$ cat src/rtl/freqdiv_pkg.sv
`default_nettype none
// +--------------------------------------------------------------------------+
// | Module   : freqdiv_pkg                                                   |
// | Brief    : Shared defaults, edge-event encoding and divisor helpers for  |
// |            the programmable frequency divider (freqdiv_prog).            |
// | Revision : 1.0                                                           |
// +--------------------------------------------------------------------------+
package freqdiv_pkg;

  localparam int unsigned C_W_DEF   = 26;
  localparam int unsigned C_DIV_DEF = 50_000_000;
  localparam int unsigned C_HI_DEF  = 0;

  // Helpers operate on a fixed 32-bit word; callers cast to/from their own W.
  localparam int unsigned C_FN_W = 32;
  typedef logic [C_FN_W-1:0] fd_word_t;

  // What the counter does on the coming clock edge.
  typedef enum logic [1:0] {
    EV_HOLD  = 2'd0,
    EV_COUNT = 2'd1,
    EV_WRAP  = 2'd2,
    EV_CLEAR = 2'd3
  } fd_event_e;

  function automatic fd_word_t clamp_div(input fd_word_t div);
    fd_word_t res;
    res = (div == '0) ? fd_word_t'(1) : div;
    return res;
  endfunction

  function automatic fd_word_t ceil_half(input fd_word_t div);
    fd_word_t res;
    res = div - (div >> 1);
    return res;
  endfunction

  // High time for a clamped divisor; zero duty (or duty disabled) means ceil(div/2).
  function automatic fd_word_t hi_time(input fd_word_t div, input fd_word_t duty,
                                       input logic duty_en);
    fd_word_t res;
    if (!duty_en || (duty == '0)) begin
      res = ceil_half(div);
    end else if (duty > div) begin
      res = div;
    end else begin
      res = duty;
    end
    return res;
  endfunction

endpackage : freqdiv_pkg
`default_nettype wire

$ cat src/rtl/freqdiv_shadow.sv
`default_nettype none
// +--------------------------------------------------------------------------+
// | Module   : freqdiv_shadow                                                |
// | Brief    : Double-buffered divisor/high-time registers. Loads land in a  |
// |            shadow and move to the active set only on a period boundary.  |
// |            FREQDIV_DUTY_EN adds the i_duty_in high-time input.           |
// | Revision : 1.0                                                           |
// +--------------------------------------------------------------------------+
module freqdiv_shadow
  import freqdiv_pkg::*;
#(
  parameter int unsigned W           = C_W_DEF,
  parameter int unsigned DEFAULT_DIV = C_DIV_DEF,
  parameter int unsigned DEFAULT_HI  = C_HI_DEF
) (
  input  logic         clk,
  input  logic         rst,
  input  logic         i_apply,
  input  logic         i_div_load,
  input  logic [W-1:0] i_div_in,
`ifdef FREQDIV_DUTY_EN
  input  logic [W-1:0] i_duty_in,
`endif
  output logic [W-1:0] o_div_act,
  output logic [W-1:0] o_hi_nxt,
  output logic         o_load_pending
);

`ifdef FREQDIV_DUTY_EN
  localparam logic c_duty_en = 1'b1;
`else
  localparam logic c_duty_en = 1'b0;
`endif

  localparam fd_word_t     c_div_rst_w = clamp_div(fd_word_t'(DEFAULT_DIV));
  localparam fd_word_t     c_hi_rst_w  = hi_time(c_div_rst_w, fd_word_t'(DEFAULT_HI), c_duty_en);
  localparam logic [W-1:0] c_div_rst   = W'(c_div_rst_w);
  localparam logic [W-1:0] c_hi_rst    = W'(c_hi_rst_w);

  logic [W-1:0] r_sh_div;
  logic [W-1:0] r_sh_hi;
  logic [W-1:0] r_div_act;
  logic [W-1:0] r_hi_act;
  logic         r_pending;

  logic [W-1:0] w_new_div;
  logic [W-1:0] w_new_hi;
  logic [W-1:0] w_src_div;
  logic [W-1:0] w_src_hi;
  logic [W-1:0] w_div_nxt;
  logic [W-1:0] w_hi_nxt;
  logic         w_take;

  always_comb begin
    w_new_div = W'(clamp_div(fd_word_t'(i_div_in)));
`ifdef FREQDIV_DUTY_EN
    w_new_hi  = W'(hi_time(fd_word_t'(w_new_div), fd_word_t'(i_duty_in), c_duty_en));
`else
    w_new_hi  = W'(hi_time(fd_word_t'(w_new_div), '0, c_duty_en));
`endif
    // A load arriving on the boundary edge itself bypasses the shadow.
    w_src_div = i_div_load ? w_new_div : r_sh_div;
    w_src_hi  = i_div_load ? w_new_hi  : r_sh_hi;
    w_take    = i_apply & (i_div_load | r_pending);
    w_div_nxt = w_take ? w_src_div : r_div_act;
    w_hi_nxt  = w_take ? w_src_hi  : r_hi_act;
  end

  always_ff @(posedge clk or posedge rst) begin
    if (rst) begin
      r_sh_div  <= c_div_rst;
      r_sh_hi   <= c_hi_rst;
      r_div_act <= c_div_rst;
      r_hi_act  <= c_hi_rst;
      r_pending <= 1'b0;
    end else begin
      if (i_div_load) begin
        r_sh_div <= w_new_div;
        r_sh_hi  <= w_new_hi;
      end
      if (i_apply) begin
        r_pending <= 1'b0;
      end else if (i_div_load) begin
        r_pending <= 1'b1;
      end
      r_div_act <= w_div_nxt;
      r_hi_act  <= w_hi_nxt;
    end
  end

  assign o_div_act      = r_div_act;
  assign o_hi_nxt       = w_hi_nxt;
  assign o_load_pending = r_pending;

endmodule : freqdiv_shadow
`default_nettype wire

$ cat src/rtl/freqdiv_prog.sv
`default_nettype none
// +--------------------------------------------------------------------------+
// | Module   : freqdiv_prog                                                  |
// | Brief    : Runtime-programmable clock divider: 1-cycle tick per period   |
// |            plus a square-wave clk_out. Define FREQDIV_DUTY_EN to add the |
// |            duty_in high-time port.                                       |
// | Revision : 1.0                                                           |
// +--------------------------------------------------------------------------+
module freqdiv_prog
  import freqdiv_pkg::*;
#(
  parameter int unsigned W           = C_W_DEF,
  parameter int unsigned DEFAULT_DIV = C_DIV_DEF,
  parameter int unsigned DEFAULT_HI  = C_HI_DEF
) (
  input  logic         clk,
  input  logic         rst,
  input  logic         en,
  input  logic         sync_clr,
  input  logic [W-1:0] div_in,
  input  logic         div_load,
`ifdef FREQDIV_DUTY_EN
  input  logic [W-1:0] duty_in,
`endif
  output logic         tick,
  output logic         clk_out,
  output logic         load_pending
);

  localparam logic [W-1:0] c_one = W'(1);

  fd_event_e    w_ev;
  logic         w_apply;
  logic [W-1:0] w_div_act;
  logic [W-1:0] w_hi_nxt;
  logic [W-1:0] w_cnt_nxt;
  logic         w_tick_nxt;
  logic         w_clk_nxt;

  logic [W-1:0] r_cnt;
  logic         r_tick;
  logic         r_clk_out;

  freqdiv_shadow #(
    .W           (W),
    .DEFAULT_DIV (DEFAULT_DIV),
    .DEFAULT_HI  (DEFAULT_HI)
  ) u_shadow (
    .clk            (clk),
    .rst            (rst),
    .i_apply        (w_apply),
    .i_div_load     (div_load),
    .i_div_in       (div_in),
`ifdef FREQDIV_DUTY_EN
    .i_duty_in      (duty_in),
`endif
    .o_div_act      (w_div_act),
    .o_hi_nxt       (w_hi_nxt),
    .o_load_pending (load_pending)
  );

  // sync_clr outranks everything, including a disabled counter.
  always_comb begin
    if (sync_clr) begin
      w_ev = EV_CLEAR;
    end else if (!en) begin
      w_ev = EV_HOLD;
    end else if (r_cnt == (w_div_act - c_one)) begin
      w_ev = EV_WRAP;
    end else begin
      w_ev = EV_COUNT;
    end
    w_apply = (w_ev == EV_CLEAR) || (w_ev == EV_WRAP);
  end

  always_comb begin
    w_cnt_nxt  = r_cnt;
    w_tick_nxt = 1'b0;
    case (w_ev)
      EV_CLEAR: w_cnt_nxt = '0;
      EV_WRAP: begin
        w_cnt_nxt  = '0;
        w_tick_nxt = 1'b1;
      end
      EV_COUNT: w_cnt_nxt = r_cnt + c_one;
      default:  w_cnt_nxt = r_cnt;
    endcase

    // clk_out tracks the position the counter is moving to, against the
    // high time that will be in force for that position.
    if (w_ev == EV_CLEAR) begin
      w_clk_nxt = 1'b1;
    end else if (w_ev == EV_HOLD) begin
      w_clk_nxt = r_clk_out;
    end else begin
      w_clk_nxt = (w_cnt_nxt < w_hi_nxt);
    end
  end

  always_ff @(posedge clk or posedge rst) begin
    if (rst) begin
      r_cnt     <= '0;
      r_tick    <= 1'b0;
      r_clk_out <= 1'b0;
    end else begin
      r_cnt     <= w_cnt_nxt;
      r_tick    <= w_tick_nxt;
      r_clk_out <= w_clk_nxt;
    end
  end

  assign tick    = r_tick;
  assign clk_out = r_clk_out;

endmodule : freqdiv_prog
`default_nettype wire

$ cat config.mk
export PLATFORM = sky130hd
export DESIGN_NAME = freqdiv_prog
export DESIGN_NICKNAME = d
export VERILOG_FILES = /design/src/rtl/freqdiv_pkg.sv /design/src/rtl/freqdiv_shadow.sv /design/src/rtl/freqdiv_prog.sv
export SDC_FILE = /design/constraint.sdc
export NUM_CORES = 1
export LEC_CHECK = 0
export ABC_AREA = 1
export CORE_ASPECT_RATIO = 0.8
export CORE_UTILIZATION = 35
export DETAILED_ROUTE_END_ITERATION = 12
export GPL_ROUTABILITY_DRIVEN = 0
export SLEW_MARGIN = 20
export SYNTH_ARGS = -nofsm -noshare
export SYNTH_HDL_FRONTEND = slang
export SYNTH_SLANG_ARGS = --single-unit
export TNS_END_PERCENT = 20
$ cat constraint.sdc
create_clock -name clk -period 5.5 [get_ports clk]
set_input_delay 0.55 -clock clk [delete_from_list [all_inputs] [get_ports clk]]
set_output_delay 0.55 -clock clk [all_outputs]
set_load 0.1 [all_outputs]
# Yosys cells after proc, flatten, opt, wreduce, memory -nomap -nowiden
# Index checks and enable logic that the tools add are counted.
[classes]
n_bitwise = 2
muxes = 13
add_sub_neg = 3
eq_ne = 5
magnitude_cmp = 1
reduce_logical = 5
[ops]
columns = ["operator", "n"]
rows = [
  ["two-way mux 26 bit", 4],
  ["case mux 26 bit (2 select lines)", 1],
  ["adder 26 x 1 -> 26 bit (second input constant)", 1],
  ["equality test 26 bit", 1],
  ["zero test 26 bit", 1],
  ["less-than comparator 26 bit", 1],
  ["subtractor 26 x 1 -> 26 bit (second input constant)", 1],
  ["subtractor 26 x 25 -> 26 bit", 1],
  ["two-way mux 2 bit", 3],
  ["two-way mux 1 bit", 5],
  ["equality test 2 bit (second input constant)", 2],
  ["equality test 2 x 1 -> 1 bit (second input constant)", 1],
  ["zero test 2 bit", 1],
  ["inequality test 2 bit (second input constant)", 1],
  ["nonzero test 2 bit", 1],
  ["OR reduction 2 bit", 1],
  ["AND 1 bit", 1],
  ["logical OR 1 bit", 1],
  ["OR 1 bit", 1],
]
[word_totals]
wordCells = 37
out_inout_bits = 3
regBits = 133

# Depth between registers and ports, before layout
# Gate-level depths: netlist of run 1.
[logic_depth]
word_depth = 12
mapped_depth = 34
depth_no_buf = 34

# Hierarchy
# A second synthesis of run 1 with hierarchy kept.
[hier_totals]
hier_cells = 1336
area_unflattened_um2 = 9341.5
[modules_own_cells]
columns = ["mod", "n_inst", "seq_area_each_um2", "cells_each", "area_per_inst_um2"]
rows = [
  ["freqdiv_shadow", 1, 2687.6, 831, 6100.9],
  ["freqdiv_prog", 1, 700.7, 505, 3240.6],
]

# Worst setup path before layout of run 1
# OpenSTA, ideal clock, no wires.
[synth_path]
kind = "input port to flip-flop"
startpoint = "input div_in[1]"
endpoint = "register r_clk_out, in the netlist clk_out"
slack_ns = 1.332
path_stages = 27
arrival_ns = 4.047
cell_sequence = "nor4_1 > nand3_1 > nor4_1 > nor2_1 > ha_1 > fa_1 > inv_1 > nand3_1 > nand2_1 > a21oi_1 > inv_1 > a21oi_1 > nor3_1 > nor2_1 > xor2_1 > o21ai_0 > nand2_1 > nand2_1 > inv_1 > ha_1 > inv_1 > nor4_1 > inv_1 > nor4_1 > nand2_1 > nand2_1 > nand2_1"
[synth_between]
elab_chain_len = 8
[synth_lines]
columns = ["item", "line", "source"]
rows = [
  ["from (decl)", "freqdiv_prog.sv:20", "input logic [W-1:0] div_in,"],
  ["zero test 26 bit", "freqdiv_pkg.sv:28", "res = (div == '0) ? fd_word_t'(1) : div;"],
  ["two-way mux 26 bit (*)", "freqdiv_pkg.sv:28", ""],
  ["subtractor 26 x 25 -> 26 bit (*)", "freqdiv_pkg.sv:34", "res = div - (div >> 1);"],
  ["two-way mux 26 bit (*)", "freqdiv_shadow.sv:63", "w_src_hi = i_div_load ? w_new_hi : r_sh_hi;"],
  ["net u_shadow.w_src_hi[18]", "freqdiv_shadow.sv:49", "logic [W-1:0] w_src_hi;"],
  ["two-way mux 26 bit (*)", "freqdiv_shadow.sv:66", "w_hi_nxt = w_take ? w_src_hi : r_hi_act;"],
  ["net u_shadow.o_hi_nxt[18]", "freqdiv_shadow.sv:25", "output logic [W-1:0] o_hi_nxt,"],
  ["less-than comparator 26 bit (*)", "freqdiv_prog.sv:96", "w_clk_nxt = (w_cnt_nxt < w_hi_nxt);"],
  ["two-way mux 1 bit (*)", "freqdiv_prog.sv:93", "end else if (w_ev == EV_HOLD) begin"],
  ["two-way mux 1 bit (*)", "freqdiv_prog.sv:91", "if (w_ev == EV_CLEAR) begin"],
  ["to (signal assigned)", "freqdiv_prog.sv:108", "r_clk_out <= w_clk_nxt;"],
  ["to (decl)", "freqdiv_prog.sv:42", "logic r_clk_out;"],
]
# Mark *: on every way through the listed nets, which the timed path passes. The rest lies on a longest branch. The select of a mux whose other input is x is not followed.
# A chain may end at the register's enable or synchronous reset.

# Final worst setup path of run 1
[layout_path]
startpoint = "input div_in[19]"
endpoint = "register r_clk_out, in the netlist clk_out"
# Same word-level chain as after synthesis.

==> summary.md, run 1 <==
| Metric | Value |
|---|---|
| EDFF count, synth | 0 |
| Longest Clk Path Bufs | 2 |
| Leading area contributor after synthesis | dfrtp_1 |
| TritonCTS buffer count | 17 |
| CTS H-tree lvls | 4 |
| DIE WIDTH | 178 microns |
| Total track usage | 19.6% |
| Vias in the first global route | 6994 |
| Clk Latency, worst-skew pair | 430 ps |
| Setup WS pre-CTS | 153 ps |
| RSZ-0062 raised after global routing | false |
| CP Capture Type | flop |
| # setup viols final | 0 |
| TritonCTS clock tree | done |
| Dominant cells by area after synthesis | dfrtp_1 25%, nand2_1 16%, dfstp_2 15% |
| Setup tns final | 0 ps |
| Syn_nets | 1254 |
| Crit path top cell by count | nand2_1 |
| Share of cells above drive strength 1 | 10.4% |
| Largest stage delay on the critical path | 440 ps |
| Initial DRC Count | 622 |
| Hold Crit Class | reg2reg |
| Synth Area per Inst | 7.40 sq um |
| Final hold vios | 0 |
| Final net count | 1266 |
| Max Cap Viol | 0 |
| Synth Flop Type | dfrtp_1 |
| First-pass GRT wire length | 37.8 mm |
| Area grow syn2layout | 13.6% |
| Via count | 7435 |
| Clock-pin slew on the worst setup and hold paths | 50 ps |
| Post-CTS Setup Bufs | 0 |
| Final period util | 88.3% |
| Cells after Synth | 1169 |
| Die Area | 0.0254 sq mm |
| # port buffers | 33 |
| Max frequency | 0.206 GHz |
| Placed Instance Area | 0.00924 sq mm |
| Worst slew pin tran | 1010 ps |
| IO Pins | 34 |
| Height of the chip | 143 microns |
| Largest net degree at the start of global routing | 97 |
| Crit path launch type | primary input |
| Synth cell types | 49 |
| Overall routed net length | 23.6 mm |
| Fin worst setup slack | 645 ps |
| Worst slew margin | 32.5% |
| Detail Route Antenna Nets | 0 |
| WL per Instance | 15.6 microns |
| P per Cell Area | 323 mW/mm^2 |
| Warnings from Yosys | 0 |
| Crit-path slowest cell | clkdlybuf4s50_1 |
| Worst endpoint required time | 5810 ps |
| Clk_skew | 11.2 ps |
| Initial antenna violation count | 0 |
| Vias per inst | 4.92 |
| Post-Synthesis Cell Area | 0.00865 sq mm |
| Yosys reg bits | 133 |
| Hold buffer count at CTS | 0 |
| Most frequent cells in the layout | 363 x nand2_1, 131 x inv_1, 95 x nor2_1 |
| Status | completed |
| Leak | 4.74 nW |
| FP Rows | 51 |
| Critical path fanouts, max | 4 |
| HPWL after DPL | 18.2 mm |
| Overall power | 3.18 mW |
| Clock sink total | 133 |
| GR Overflow Total | 0 |
| Post-synth top area share | 24.6% |
| Most common cell after layout, fill and taps aside | nand2_1 |
| Async SR Flop Fraction | 100% |
| Initial Util | 35.6% |
| Drt first pass iters | 7 |
| Clock root cell | clkbuf_16 |
| Detailed-route DRC error count | 0 |
| Min Tclk post-route | 4850 ps |
| Core Region | 0.0243 sq mm |
| Sequential cell area fraction in the yosys report | 39.2% |
| Worst Path Arrival | 5160 ps |
| WS Path Type | in2reg |
| Number of diodes | 0 |
| Final slew viol count | 0 |
| Final instance area | 0.00983 sq mm |
| Worst vdd ir | 0.185 mV |
state kept, by name (all words and copies together), names as in the netlist:
register,flops
u_shadow.r_sh_hi,26
u_shadow.o_div_act,26
tick,1
u_shadow.r_hi_act,26
u_shadow.o_load_pending,1
u_shadow.r_sh_div,26
clk_out,1
r_cnt,26
path summary, 6_finish.rpt:
kind	startpoint	to	slack [ps]	cells after the start
worst max-delay path	div_in[19]	clk_out	650	34
worst min-delay path	u_shadow.r_hi_act[8]	u_shadow.r_hi_act[8]	470	2
worst max register to register	u_shadow.o_div_act[0]	clk_out	1030	25
worst min register to register	u_shadow.r_hi_act[8]	u_shadow.r_hi_act[8]	470	2
max in group asynchronous	rst	u_shadow.r_hi_act[11]	3690	3
min in group asynchronous	rst	u_shadow.r_sh_div[24]	670	2
cell usage after synthesis (all sizes together), types with 3 or more instances:
cell type	count
or2	6
nor3b	5
o21ai	72
nor2	103
a31oi	5
clkbuf	38
inv	142
nor4	10
xnor2	22
xor2	32
a211oi	5
ha	53
nand3b	5
o21bai	3
nand4	24
nand2	366
buf	10
nand3	46
dfrtp	85
dfstp	48
a21oi	51
nor3	19
layout make-up:
type / instances / area, sq um
clock buffers: 23 / 488
well taps: 318 / 398
repair buffers: 41 / 390
flip-flops and latches: 133 / 3390
fillers: 2485 / 14500
inverters: 143 / 542
multi-input cells: 845 / 4520
clock inverters: 9 / 100
power breakdown:
group / internal [mW] / switching [mW] / leakage (nW)
Sequential: 1.16 / 0.0842 / 1.59
Combinational: 0.265 / 0.529 / 2.87
Clock: 0.711 / 0.432 / 0.289
Total: 2.13 / 1.04 / 4.74
per-layer routing:
layer / part of all wire [%] / routed length (microns) / global-route usage, % / vias up
met2: 42 / 9950 / 28.5 / 205
met5: 0 / 0 / 0 / -
met1: 51 / 12000 / 29.4 / 3462
li1: - / - / - / 3752
met3: 6.0 / 1420 / 4.26 / 16
met4: 0.71 / 167 / 4.59 / 0
metrics by stage:
| stage | utilization (%) | hold slack, ps | instances |
|---|---|---|---|
| 5_1_grt | 40.4 | 486 | 1512 |
| 4_1_cts | 40.4 | 478 | 1512 |
| 3_3_place_gp | 38.0 | 462 | 1480 |
| 6_report | 40.4 | 474 | 1512 |
| 2_1_floorplan | - | 445 | 1169 |
| 3_5_place_dp | 38.0 | 465 | 1480 |
what timing repair did:
item | in CTS | in global routing
gates resized for setup | 0 | 2
setup endpoints to repair | 0 | 1
hold endpoints to repair | 0 | 0
cells by family (layout without fill, tap and decap cells):
| kind of cell | Yosys count | count (layout) | synth area share (%) |
|---|---|---|---|
| simple gates | 585 | 585 | 29.0 |
| buf+inv | 191 | 216 | 8.63 |
| fa+ha+maj | 54 | 54 | 7.89 |
| flops | 133 | 133 | 39.2 |
| xor+xnor | 54 | 54 | 5.47 |
| compound gates | 152 | 152 | 9.80 |
critical path: cells and delay by family:
kind	cells	cell delay (ps)
AND/OR/NAND/NOR	23	2850
adder cells (fa/ha/maj)	2	510
AO/OA/AOI/OAI	3	450
buffers and inverters	6	780
(Power assumes the default switching activity.)
==> run 2, diff against run 1 <==
GPL_TIMING_DRIVEN = 0   (was default)
RECOVER_POWER = 50   (was default)
==> run 2 against run 1 <==
The run now ends with max-capacitance violations, max-slew violations left; clock skew about the same; global-route usage increased by 1.0 points; maximum frequency down 1.4%; worst hold slack about the same; combinational power grew 1%; register-to-register slack better by 310 ps; critical path depth fell by 4; sequential share of layout area decreased by 0.62 points; final cell count grew 2.6%; largest cell class unchanged; highest routed layer unchanged.
==> summary.md, run 2 (same netlist as run 1, synthesis figures left out) <==
| Metric | Value |
|---|---|
| Status | complete, but fails checks |
| Failing checks | max-capacitance violations, max-slew violations |
| Crit path top cell by count | nand2_1 |
| Max Cap Viol | 2 (+2) |
| Hold buffer count at CTS | 0 (unchanged) |
| Clock root cell | clkbuf_16 |
| Total track usage | 20.7% (+1.0 points) |
| Clk pwr share | 37.0% (+1.1 points) |
| P_sw | 1.06 mW (+1.1%) |
| Initial Util | 35.6% (unchanged) |
| Number of diodes | 0 (unchanged) |
| Clock-pin slew on the worst setup and hold paths | 60 ps (about the same) |
| Final slew viol count | 136 (+136) |
| Worst slew margin | -88.6% (-120 points) |
| HPWL after DPL | 20.0 mm (+9.8%) |
| WS Path Type | in2reg |
| Final hold slack | 474 ps (+0.0920 ps) |
| TritonCTS clock tree | done |
| Placed Instance Area | 0.00941 sq mm (+1.8%) |
| Most frequent cells in the layout | 363 x nand2_1, 132 x inv_1, 95 x nor2_1 |
| Worst vdd ir | 0.231 mV (+25%) |
| Initial DRC Count | 700 (+13%) |
| Largest net degree at the start of global routing | 73 (-25%) |
| Vias in the first global route | 7271 (+4.0%) |
| Drt first pass iters | 6 (-1) |
| Min Tclk post-route | 4930 ps (+70.9 ps) |
| R2R Path Start | u_shadow.o_div_act[0] |
| Worst slew pin tran | 2810 ps (+1800 ps) |
| WL per Instance | 15.9 microns (+2.3%) |
| Final instance area | 0.0100 sq mm (+1.8%) |
| Post_cts resized | 0 (unchanged) |
| Critical path fanouts, max | 4 (unchanged) |
| Final net count | 1306 (+3.2%) |
| Worst Path Arrival | 5230 ps (+70 ps) |
| Worst endpoint required time | 5810 ps (about the same) |
| Final period util | 89.6% (+1.3 points) |
| Hold Crit Class | reg2reg |
| Hold_sp | u_shadow.o_div_act[25] |
| Clk Latency, worst-skew pair | 420 ps (about the same) |
| Most common cell after layout, fill and taps aside | nand2_1 |
| Max frequency | 0.203 GHz (-1.4%) |
| FP Rows | 51 (unchanged) |
| Placed instance count | 1520 (+2.7%) |
| CP Capture Type | flop |
| Detailed-route DRC error count | 0 (unchanged) |
| IO Pins | 34 (unchanged) |
| Via count | 7736 (+4.0%) |
| Multi-input gate area | 0.00453 sq mm (+0.14%) |
| CTS H-tree lvls | 4 (unchanged) |
| Post-CTS Setup Bufs | 0 (unchanged) |
| # setup viols final | 0 (unchanged) |
| Initial antenna violation count | 0 (unchanged) |
| Vias per inst | 4.98 (+1.4%) |
| Share of cells above drive strength 1 | 10.2% (-0.17 points) |
| Cell Count, Final, Fillers Out | 1552 (+2.6%) |
| P per Cell Area | 324 mW/mm^2 (+0.21%) |
| Fin worst setup slack | 575 ps (-70.9 ps) |
| Core Region | 0.0243 sq mm (unchanged) |
| TritonCTS buffer count | 17 (unchanged) |
| Leak | 4.80 nW (+1.3%) |
| Crit-path slowest cell | clkdlybuf4s50_1 |
| Setup tns final | 0 ps (unchanged) |
| Overall routed net length | 24.8 mm (+5.0%) |
| Area grow syn2layout | 15.7% |
| Height of the chip | 143 microns (unchanged) |
| Flop2flop setup slack | 1340 ps (+310 ps) |
| GR Overflow Total | 0 (unchanged) |
| RSZ-0062 raised after global routing | false |
| First-pass GRT wire length | 39.4 mm (+4.2%) |
| Fillers | 2518 (+1.3%) |
| CP Launch Point | div_in[15] |
| Largest stage delay on the critical path | 460 ps (+20 ps) |
| Detail Route Antenna Nets | 0 (unchanged) |
| Die Area | 0.0254 sq mm (unchanged) |
| Crit path launch type | primary input |
| Sequential Power Share | 38.2% (-0.9 points) |
| DIE WIDTH | 178 microns (unchanged) |
| Final hold vios | 0 (unchanged) |
| FF/Latch Area | 0.00339 sq mm (unchanged) |
| Setup WS pre-CTS | -88.3 ps (-242 ps) |
| Clock sink total | 133 (unchanged) |
| Switching share of power | 32.6% (-0.30 points) |
| Longest Clk Path Bufs | 2 (unchanged) |
| Internal power | 2.19 mW (+2.5%) |
| Combinational share of power | 24.8% (-0.2 points) |
| Clk_skew | 11.0 ps (-0.144 ps) |
| # port buffers | 32 (-3.0%) |
==> run 2: layout make-up <==
type	count	share of cell area, %
buffer	48	2.10
sequential	133	33.8
clock buffer	22	4.75
clock inverter	10	1.45
inverter	143	5.37
tap	318	3.97
timing repair buffer	33	3.25
multi-input combinational	845	45.3
==> run 2: path summary, 6_finish.rpt <==
| path | to | depth (start not counted) |
|---|---|---|
| min reg2reg | u_shadow.o_div_act[25] | 2 |
| min in group asynchronous | u_shadow.o_div_act[16] | 2 |
| min | u_shadow.o_div_act[25] | 2 |
| max in group asynchronous | u_shadow.r_sh_hi[5] | 3 |
| max | clk_out | 30 |
| max reg2reg | clk_out | 27 |
==> run 2: per-layer routing <==
layer / share of wire [%] / vias to the layer above / wire length [microns] / track usage (%)
met5: 0 / - / 0 / 0
met1: 52 / 3641 / 12800 / 31.9
met3: 6.1 / 23 / 1510 / 4.10
met4: 1.7 / 0 / 431 / 6.07
li1: - / 3857 / - / -
met2: 41 / 215 / 10000 / 28.6
==> run 2: metrics by stage <==
stage	power (mW)	utilization [%]
3_3_place_gp	2.04	38.5
3_5_place_dp	2.06	38.7
2_1_floorplan	1.82	-
4_1_cts	3.27	41.2
5_1_grt	3.43	41.2
6_report	3.24	41.2
==> run 2: critical path, delay by kind of cell <==
family / cells / cell delay [ps]
compound gates: 5 / 920
fa+ha+maj: 2 / 530
buf+inv: 4 / 660
simple gates: 19 / 2580
==> run 2: power by group through the flow <==
stage	registers (mW)	clock network [mW]	logic (mW)
floorplan	1.23	0	0.583
global placement	1.25	0	0.786
detailed placement	1.26	0	0.801
CTS	1.24	1.22	0.806
global route	1.26	1.26	0.918
finish	1.24	1.20	0.804
==> run 3, diff against run 2 <==
CORE_UTILIZATION = 62   (was 35)
PLACE_DENSITY = 0.81   (was default)
==> run 3 against run 2 <==
Clock skew decreased by 1.4 ps; maximum frequency decreased by 3.4%; largest power group unchanged; worst hold slack improved by 1.0 ps; sequential cell count unchanged; critical path type unchanged; register-to-register slack got worse by 80 ps; the flow still finishes with violations (max-capacitance violations, max-slew violations); die area decreased by 43%; core utilization increased by 31 points; highest routed layer unchanged; largest cell class unchanged; non-clock buffer count increased by 1.
==> summary.md, run 3 (same netlist as run 1, synthesis figures left out) <==
| Metric | Value |
|---|---|
| Die Area | 0.0144 sq mm (-43%) |
| # setup viols final | 0 (unchanged) |
| Detail Route Antenna Nets | 0 (unchanged) |
| Setup WS pre-CTS | -319 ps (-231 ps) |
| Detailed-route DRC error count | 0 (unchanged) |
| P per Cell Area | 329 mW/mm^2 (+1.6%) |
| Initial Util | 63.6% (+28 points) |
| Max frequency | 0.196 GHz (-3.4%) |
| Height of the chip | 108 microns (-25%) |
| Hold Crit Class | reg2reg |
| Min Tclk post-route | 5100 ps (+173 ps) |
| Most frequent cells in the layout | 363 x nand2_1, 132 x inv_1, 95 x nor2_1 |
| Final net count | 1307 (+0.077%) |
| Worst slew margin | -51.8% (+37 points) |
| HPWL after DPL | 18.6 mm (-7.2%) |
| Crit path launch type | primary input |
| Largest stage delay on the critical path | 460 ps (about the same) |
| Worst slew pin tran | 2280 ps (-537 ps) |
| WS Path Type | in2reg |
| Leak | 4.82 nW (+0.37%) |
| FP Rows | 38 (-25%) |
| Share of cells above drive strength 1 | 10.5% (+0.32 points) |
| Largest net degree at the start of global routing | 95 (+30%) |
| Failing checks | max-capacitance violations, max-slew violations |
| Finished Core Util | 72.5% (+31 points) |
| Clk Latency, worst-skew pair | 410 ps (about the same) |
| Total track usage | 36.2% (+16 points) |
| GR Overflow Total | 0 (unchanged) |
| Clock root cell | clkbuf_16 |
| Fin worst setup slack | 401 ps (-173 ps) |
| Worst Path Arrival | 5400 ps (+170 ps) |
| Worst endpoint required time | 5800 ps (about the same) |
| Critical path fanouts, max | 4 (unchanged) |
| Crit path top cell by count | nand2_1 |
| Status | complete, but fails checks |
| Clk_skew | 9.59 ps (-1.44 ps) |
| Initial antenna violation count | 0 (unchanged) |
| Final hold vios | 0 (unchanged) |
| Vias per inst | 5.73 (+15%) |
| CP Buf/Inv Count | 6 (+2) |
| Worst vdd ir | 0.273 mV (+18%) |
| Final period util | 92.7% (+3.1 points) |
| First-pass GRT wire length | 39.4 mm (about the same) |
| Most common cell after layout, fill and taps aside | nand2_1 |
| WL per Instance | 17.4 microns (+9.1%) |
| Via count | 8108 (+4.8%) |
| Placed Instance Area | 0.00923 sq mm (-1.8%) |
| CTS H-tree lvls | 4 (unchanged) |
| Area grow syn2layout | 13.9% |
| Vias in the first global route | 7719 (+6.2%) |
| Overall routed net length | 24.6 mm (-0.54%) |
| Drt first pass iters | 6 (unchanged) |
| CP Capture Type | flop |
| Crit-path leading delay family | simple AND/OR/NAND/NOR gates |
| Overall power | 3.25 mW (about the same) |
| Initial DRC Count | 1077 (+54%) |
| Crit-path slowest cell | clkdlybuf4s50_1 |
| Core Region | 0.0136 sq mm (-44%) |
| Final instance area | 0.00985 sq mm (-1.6%) |
| TritonCTS clock tree | done |
| Setup tns final | 0 ps (unchanged) |
| Clock-pin slew on the worst setup and hold paths | 60 ps (about the same) |
| Max Cap Viol | 2 (unchanged) |
| Longest Clk Path Bufs | 2 (unchanged) |
| # port buffers | 32 (unchanged) |
| TritonCTS buffer count | 17 (unchanged) |
| Final slew viol count | 136 (unchanged) |
| DIE WIDTH | 134 microns (-25%) |
| Clock sink total | 133 (unchanged) |
| Number of diodes | 0 (unchanged) |
| IO Pins | 34 (unchanged) |
## run 3: cell type report
type	count	area, sq um
Clock inverter	10	119
Tap cell	180	225
Timing Repair Buffer	34	333
Buffer	48	210
Inverter	143	538
Multi-Input combinational cell	845	4550
Fill cell	1043	3740
Clock buffer	22	495
Sequential cell	133	3390
## run 3: metrics by stage
step / hold WS [ps] / cells
after floorplan: 445 / 1169
after global placement: 460 / 1381
after detailed placement: 463 / 1382
after CTS: 477 / 1414
after global routing: 490 / 1415
final: 475 / 1415
## run 3: tightest hold or removal path, stage by stage (launching register included)
cell and delay (ps):
dfrtp_1 320, nand2_1 50, nand2_1 70
## run 3: worst paths after layout
kind,from,endpoint,slack (ps),cells past startpoint
worst max-delay path,div_in[15],clk_out,400,28
worst min-delay path,u_shadow.r_hi_act[8],u_shadow.r_hi_act[8],480,2
worst max register to register,u_shadow.o_div_act[0],clk_out,1260,27
worst min register to register,u_shadow.r_hi_act[8],u_shadow.r_hi_act[8],480,2
max in group asynchronous,rst,u_shadow.r_hi_act[10],1610,3
min in group asynchronous,rst,u_shadow.r_sh_div[16],1000,2
## run 3: where the power goes
group | total, mW | internal, mW | switching, mW
Combinational | 0.833 | 0.275 | 0.559
Clock | 1.16 | 0.732 | 0.432
Sequential | 1.25 | 1.16 | 0.0894
Total | 3.25 | 2.17 | 1.08
## run 3: layer usage
| layer | track usage, % | routed length [microns] | vias up |
|---|---|---|---|
| li1 | - | - | 3859 |
| met1 | 50.4 | 10600 | 3768 |
| met2 | 54.7 | 10700 | 428 |
| met3 | 9.70 | 2640 | 53 |
| met4 | 12.3 | 653 | 0 |
| met5 | 0 | 0 | - |
## run 3: repair_timing
| item | in CTS | in global routing |
|---|---|---|
| gates resized for setup | 0 | 6 |
| hold buffers | 0 | 0 |
| setup endpoints to repair | 0 | 1 |
| setup buffers | 0 | 1 |
| endpoints found under the hold margin | 0 | 0 |
